File: src/rtl/mem_stage_pkg.sv
// Shared types for the MEM stage: access sizes, writeback sources, FSM states, bus/MEM-WB records.
// No logic of its own; lane helpers are pure combinational functions.
// No flow control; consumers own all handshaking.
package mem_stage_pkg;

    localparam int PC_BITS = 32;

    typedef enum logic [1:0] {
        MEM_BYTE = 2'b00,
        MEM_HALF = 2'b01,
        MEM_WORD = 2'b10
    } mem_size_t;

    typedef enum logic [1:0] {
        WB_ALU = 2'b00,
        WB_MEM = 2'b01,
        WB_PC4 = 2'b10
    } wb_src_t;

    typedef enum logic [1:0] {
        IDLE = 2'b00,
        BUSY = 2'b01,
        DONE = 2'b10
    } mem_state_t;

    typedef struct packed {
        logic [PC_BITS-1:0] addr;
        logic               we;
        logic [3:0]         be;
        logic [PC_BITS-1:0] wdata;
    } dmem_bus_t;

    typedef struct packed {
        logic               reg_write;
        logic [1:0]         mem_to_reg;
        logic [PC_BITS-1:0] alu_out;
        logic [PC_BITS-1:0] read_data;
        logic [4:0]         write_reg;
        logic [PC_BITS-1:0] pc_plus_4;
        logic               addr_err;
    } mem_wb_t;

    // Half accesses only look at addr[1]; addr[0] matters for bytes alone.
    function automatic logic [3:0] lane_enables(input logic [1:0] size, input logic [1:0] lo);
        logic [3:0] be;
        case (size)
            MEM_BYTE: be = 4'b0001 << lo;
            MEM_HALF: be = 4'b0011 << {lo[1], 1'b0};
            default:  be = 4'b1111;
        endcase
        return be;
    endfunction

    function automatic logic [PC_BITS-1:0] lane_wdata(input logic [1:0] size,
                                                      input logic [PC_BITS-1:0] data);
        logic [PC_BITS-1:0] wd;
        case (size)
            MEM_BYTE: wd = {4{data[7:0]}};
            MEM_HALF: wd = {2{data[15:0]}};
            default:  wd = data;
        endcase
        return wd;
    endfunction

endpackage

File: src/rtl/mem_stage_load_align.sv
// Load lane select and sign/zero extension of the returned memory word.
// Latency: purely combinational.
// Backpressure: none; result is only meaningful while dmem_rdata is valid.
module mem_load_align
    import mem_stage_pkg::*;
(
    input  logic [PC_BITS-1:0] dmem_rdata,
    input  logic [1:0]         addr_lo,
    input  logic [2:0]         mem_size,
    output logic [PC_BITS-1:0] load_data
);

    logic [7:0]  byte_sel;
    logic [15:0] half_sel;
    logic        sext;

    always_comb begin
        byte_sel  = dmem_rdata[{addr_lo, 3'b000} +: 8];
        half_sel  = addr_lo[1] ? dmem_rdata[31:16] : dmem_rdata[15:0];
        sext      = ~mem_size[2];
        load_data = dmem_rdata;
        case (mem_size[1:0])
            MEM_BYTE: load_data = {{(PC_BITS-8){sext & byte_sel[7]}}, byte_sel};
            MEM_HALF: load_data = {{(PC_BITS-16){sext & half_sel[15]}}, half_sel};
            default:  load_data = dmem_rdata;
        endcase
    end

endmodule

File: src/rtl/mem_stage.sv
// MIPS memory stage: data-memory req/ready master, load alignment and the MEM/WB register.
// Latency: non-memory ops 1 cycle; accesses IDLE->BUSY->DONE, 2 stall cycles plus one per wait cycle.
// Backpressure: stall_m freezes upstream while an access is outstanding; MEM_ALIGN_CHECK_EN enables misalignment trapping.
module mem_stage
    import mem_stage_pkg::*;
(
    input  logic               clk,
    input  logic               clr,
    input  logic               reg_write_m,
    input  logic [1:0]         mem_to_reg_m,
    input  logic               mem_write_m,
    input  logic [2:0]         mem_size_m,
    input  logic [PC_BITS-1:0] alu_out_m,
    input  logic [PC_BITS-1:0] write_data_m,
    input  logic [4:0]         write_reg_m,
    input  logic [PC_BITS-1:0] pc_plus_4m,
    input  logic               dmem_ready,
    input  logic [PC_BITS-1:0] dmem_rdata,
    output logic               stall_m,
    output logic               dmem_req,
    output logic               dmem_we,
    output logic [PC_BITS-1:0] dmem_addr,
    output logic [3:0]         dmem_be,
    output logic [PC_BITS-1:0] dmem_wdata,
    output logic               reg_write_w,
    output logic [1:0]         mem_to_reg_w,
    output logic [PC_BITS-1:0] alu_out_w,
    output logic [PC_BITS-1:0] read_data_w,
    output logic [4:0]         write_reg_w,
    output logic [PC_BITS-1:0] pc_plus_4w,
    output logic               addr_err_w
);

    mem_state_t         state_q, state_d;
    dmem_bus_t          bus_q, bus_d;
    mem_wb_t            wb_q;
    logic [1:0]         addr_lo_q;
    logic [2:0]         size_q;
    logic [PC_BITS-1:0] load_q;
    logic [PC_BITS-1:0] load_data;
    logic               access, misalign, start;
    logic               latch_bus, capture;

    assign access = mem_write_m | (mem_to_reg_m == WB_MEM);

`ifdef MEM_ALIGN_CHECK_EN
    assign misalign = access &
                      (((mem_size_m[1:0] == MEM_HALF) & alu_out_m[0]) |
                       ((mem_size_m[1:0] == MEM_WORD) & (|alu_out_m[1:0])));
`else
    assign misalign = 1'b0;
`endif

    assign start = access & ~misalign;

    always_comb begin
        state_d   = state_q;
        stall_m   = 1'b0;
        dmem_req  = 1'b0;
        latch_bus = 1'b0;
        capture   = 1'b0;
        case (state_q)
            IDLE: begin
                stall_m   = start;
                latch_bus = start;
                if (start) state_d = BUSY;
            end
            BUSY: begin
                stall_m  = 1'b1;
                dmem_req = 1'b1;
                if (dmem_ready) begin
                    capture = 1'b1;
                    state_d = DONE;
                end
            end
            // Instruction is still in MEM here, so MEM/WB latches it on this edge.
            DONE:    state_d = IDLE;
            default: state_d = IDLE;
        endcase
    end

    always_comb begin
        bus_d.addr  = {alu_out_m[PC_BITS-1:2], 2'b00};
        bus_d.we    = mem_write_m;
        bus_d.be    = lane_enables(mem_size_m[1:0], alu_out_m[1:0]);
        bus_d.wdata = lane_wdata(mem_size_m[1:0], write_data_m);
    end

    always_ff @(posedge clk or posedge clr) begin
        if (clr) begin
            state_q   <= IDLE;
            bus_q     <= '0;
            addr_lo_q <= '0;
            size_q    <= '0;
            load_q    <= '0;
        end else begin
            state_q <= state_d;
            if (latch_bus) begin
                bus_q     <= bus_d;
                addr_lo_q <= alu_out_m[1:0];
                size_q    <= mem_size_m;
            end
            if (capture && !bus_q.we) load_q <= load_data;
        end
    end

    mem_load_align u_load_align (
        .dmem_rdata (dmem_rdata),
        .addr_lo    (addr_lo_q),
        .mem_size   (size_q),
        .load_data  (load_data)
    );

    // Stalled cycles insert a bubble: control bits cleared, datapath fields held.
    always_ff @(posedge clk or posedge clr) begin
        if (clr) begin
            wb_q <= '0;
        end else if (stall_m) begin
            wb_q.reg_write  <= 1'b0;
            wb_q.mem_to_reg <= WB_ALU;
            wb_q.addr_err   <= 1'b0;
        end else begin
            wb_q.reg_write  <= reg_write_m & ~misalign;
            wb_q.mem_to_reg <= mem_to_reg_m;
            wb_q.alu_out    <= alu_out_m;
            wb_q.read_data  <= load_q;
            wb_q.write_reg  <= write_reg_m;
            wb_q.pc_plus_4  <= pc_plus_4m;
            wb_q.addr_err   <= misalign;
        end
    end

    assign dmem_addr    = bus_q.addr;
    assign dmem_we      = bus_q.we;
    assign dmem_be      = bus_q.be;
    assign dmem_wdata   = bus_q.wdata;

    assign reg_write_w  = wb_q.reg_write;
    assign mem_to_reg_w = wb_q.mem_to_reg;
    assign alu_out_w    = wb_q.alu_out;
    assign read_data_w  = wb_q.read_data;
    assign write_reg_w  = wb_q.write_reg;
    assign pc_plus_4w   = wb_q.pc_plus_4;
    assign addr_err_w   = wb_q.addr_err;

endmodule
File: config.mk
export PLATFORM = sky130hd
export DESIGN_NAME = mem_stage
export DESIGN_NICKNAME = d
export VERILOG_FILES = /design/src/rtl/mem_stage_pkg.sv /design/src/rtl/mem_stage_load_align.sv /design/src/rtl/mem_stage.sv
export SDC_FILE = /design/constraint.sdc
export NUM_CORES = 1
export LEC_CHECK = 0
export CAP_MARGIN = 20
export CELL_PAD_IN_SITES_DETAIL_PLACEMENT = 0
export CELL_PAD_IN_SITES_GLOBAL_PLACEMENT = 1
export CORE_ASPECT_RATIO = 0.6
export CORE_UTILIZATION = 49
export DETAILED_ROUTE_END_ITERATION = 12
export DONT_BUFFER_PORTS = 1
export GPL_TIMING_DRIVEN = 0
export PLACE_DENSITY = 0.8
export SLEW_MARGIN = 0
export SYNTH_ARGS = -nofsm -noshare
export SYNTH_HDL_FRONTEND = slang
export SYNTH_SLANG_ARGS = --single-unit
export TNS_END_PERCENT = 5
File: constraint.sdc
create_clock -name clk -period 9 [get_ports clk]
set_input_delay 2.7 -clock clk [delete_from_list [all_inputs] [get_ports clk]]
set_output_delay 2.7 -clock clk [all_outputs]
set_load 0.05 [all_outputs]
==> qor.yml <==
rrSetupSlack_ns: 6.72
syn_area_per_cell_um2: 13.16
muxShareOfSynthArea_pct: 22.76
ys_seq_area_share_pct: 61.17
dr.pass1.iters: 7
n_antenna_cell: 0
synth-async-reset-ratio_pct: 100.0
fin_crit_sh_pct: 73.34
synth.top_cells.by_count: "210 x dfrtp_1, 151 x mux2_2, 62 x nand2_1"
slowest_delay_ns: 0.46
overflow: 0
cts_root_buf: "clkbuf_16"
avgViaCountPerCell: 5.792
min_to: "load_q[5]"
rr_worst_depth: 6
drc_errors: 0
die_y_um: 104.6
htree_levels: 1
synth_area_leaders: "dfrtp_1 61%, mux2_2 20%, mux2i_1 2.8%"
worst_pin_slew_ns: 1.033
wl_um: 22310
start_util_pct: 50.15
synth-seq-cells: 210
grt_start_max_net_pins: 113
ys_dominant_reg_cell: "dfrtp_1"
cpMaxStageDelayCell: "buf_2"
synth-simple-area-share_pct: 7.865
reg2reg_from: "dmem_we"
postCtsHoldBufs: 0
crit_type: "in2out"
hold_start: "load_q[5]"
hold_viol: 0
wl_per_cell_um: 24.10
fp.coreArea_um2: 17130
required_ns: 6.30
holdPathStages: 2
synth_compound_area_share_pct: 5.607
cap_viol_max_count: 0
areaGrowthSynthToFinish_pct: 11.48
crit_top_cell: "buf_2"
synth_edf_count: 0
gp_congestion: 0.8603
dieArea_um2: 18080
nets: 821
antenna_left: 0
cts.sinks: 210
arrival_ns: 3.90
grt_pass1_wl_um: 34220
yosys_warnings: 0
startpoint_type: "input port"
finClkSkew_ns: 0.01489
numCtsBuffers: 20
synth_top_area_share_pct: 61.17
worstSetupEndpointType: "output pin"
setup-violations-final: 0
cp_max_fo: 10
synth_area_um2: 8591
cp_top_family: "buffers and inverters"
post-synth-top-count-cell: "dfrtp_1"
clk_pin_slew_worst_paths_ns: 0.06
path_cells: "nor2b_1, o21ai_2, nand2_1, buf_2, buf_2"
place.detailed.hpwl_um: 16730
synth_cells: 653
io_buffers: 0
cts_buffer_depth: 3
postCtsSetupBuffers: 0
rsz0062_at_grt: "false"
synth_cell_types: 38
grt_pass1_vias: 5612
hold_ws_ns: 0.4894
cp_num_buf_inv: 2
synth_xor_area_share_pct: 0
track_usage_pct: 24.64
final.fill_count: 1384
hold_class: "reg2reg"
tritoncts: "done"
io_pins: 319
max_slew_margin_pct: 30.86
cts.repair.resized: 0
drt_iter0_drc: 368
status: "complete, no violations"
layout-drive-gt1-share_pct: 31.65
synth_top_family_by_area: "multiplexers"
synth_top_cell_by_area: "dfrtp_1"
clock_latency_ns: 0.49
row_count: 37
maxSlewViolCount: 0
antenna_found_initial: 0
vias: 5363
synthAdderAreaFrac_pct: 0
die_w_um: 172.9
period_minus_slack_ns: 6.600
reg2reg_to: "load_q[10]"
cp.depth: 5
max_freq_ghz: 0.1515
[per-layer routing]
metal / routed length [um] / track usage [%] / up-vias / share of wire (%)
li1: - / - / 2340 / -
met2: 10150 / 38.39 / 267 / 46
met3: 2431 / 9.461 / 33 / 11
met4: 398 / 5.247 / 0 / 1.8
met5: 0 / 0 / - / 0
met1: 9329 / 32.86 / 2723 / 42
[registers in the layout, indices dropped and copies added (netlist names)]
signal,flops
dmem_we,1
read_data_w,32
reg_write_w,1
dmem_addr,30
state_q,2
size_q,3
alu_out_w,32
mem_to_reg_w,2
pc_plus_4w,32
addr_lo_q,2
dmem_wdata,32
write_reg_w,5
dmem_be,4
load_q,32
[worst max path at each step]
stage | startpoint | slack [ns] | endpoint
after global placement | clr | -1.13 | dmem_addr[15]
after detailed placement | mem_to_reg_m[0] | 2.36 | stall_m
after floorplan | clr | 0.56 | addr_lo_q[0]
after CTS | mem_to_reg_m[0] | 2.36 | stall_m
final | mem_to_reg_m[0] | 2.40 | stall_m
after global routing | mem_to_reg_m[0] | 2.29 | stall_m
[cell type report]
type	count	area, um^2	share of cell area, %
repair buffers	1	27.53	0.2874
plain buffers	43	200.2	2.090
clock buffers	27	566.8	5.918
clock inverters	9	83.83	0.8754
well taps	234	292.8	3.057
flip-flops and latches	210	5255	54.87
inverters	5	26.28	0.2744
multi-input cells	397	3124	32.62
[cell families (layout without fill, tap and decap cells)]
kind of cell,after synthesis,after routing
AND/OR/NAND/NOR,136,136
flip-flops,210,210
other,1,3
buffers and inverters,48,85
AO/OA/AOI/OAI,82,82
multiplexers,176,176
[metrics by stage]
step | util [%] | instance area (um^2) | setup WS [ns] | setup TNS (ns) | std cells
2_1_floorplan | - | 8598 | 0.5625 | 0 | 655
3_3_place_gp | 51.91 | 8891 | -1.134 | -233.51 | 889
3_5_place_dp | 52.11 | 8926 | 2.364 | 0 | 890
4_1_cts | 55.91 | 9577 | 2.356 | 0 | 926
5_1_grt | 55.91 | 9577 | 2.286 | 0 | 926
6_report | 55.91 | 9577 | 2.400 | 0 | 926
[worst reg2reg max path: stages, from the launching register on]
cell,delay (ns)
dfrtp_1,0.61
nor4bb_1,0.51
clkbuf_1,0.37
clkbuf_1,0.37
nand3b_1,0.12
o21ai_0,0.09
a21oi_1,0.06
[cell usage in the layout (no fill, tap or decap), types with 2 or more instances in the layout]
master     count
a21oi_1       21
a222oi_1       6
a22oi_1        2
and3_1         3
buf_1          3
buf_2         16
buf_4          3
clkbuf_1      23
clkbuf_16     20
clkbuf_8       4
clkinv_2       6
conb_1         3
dfrtp_1      210
inv_1          4
mux2_2       151
mux2i_1       24
nand2_1       62
nand2b_1       3
nand3_1       22
nand3_2       10
nand3b_1       9
nor2_1        20
nor2b_1        2
o21ai_0       43
Power is left out: the tool's default activity adds up to more than one toggle a clock period on the data nets, which glitch-free logic cannot reach.
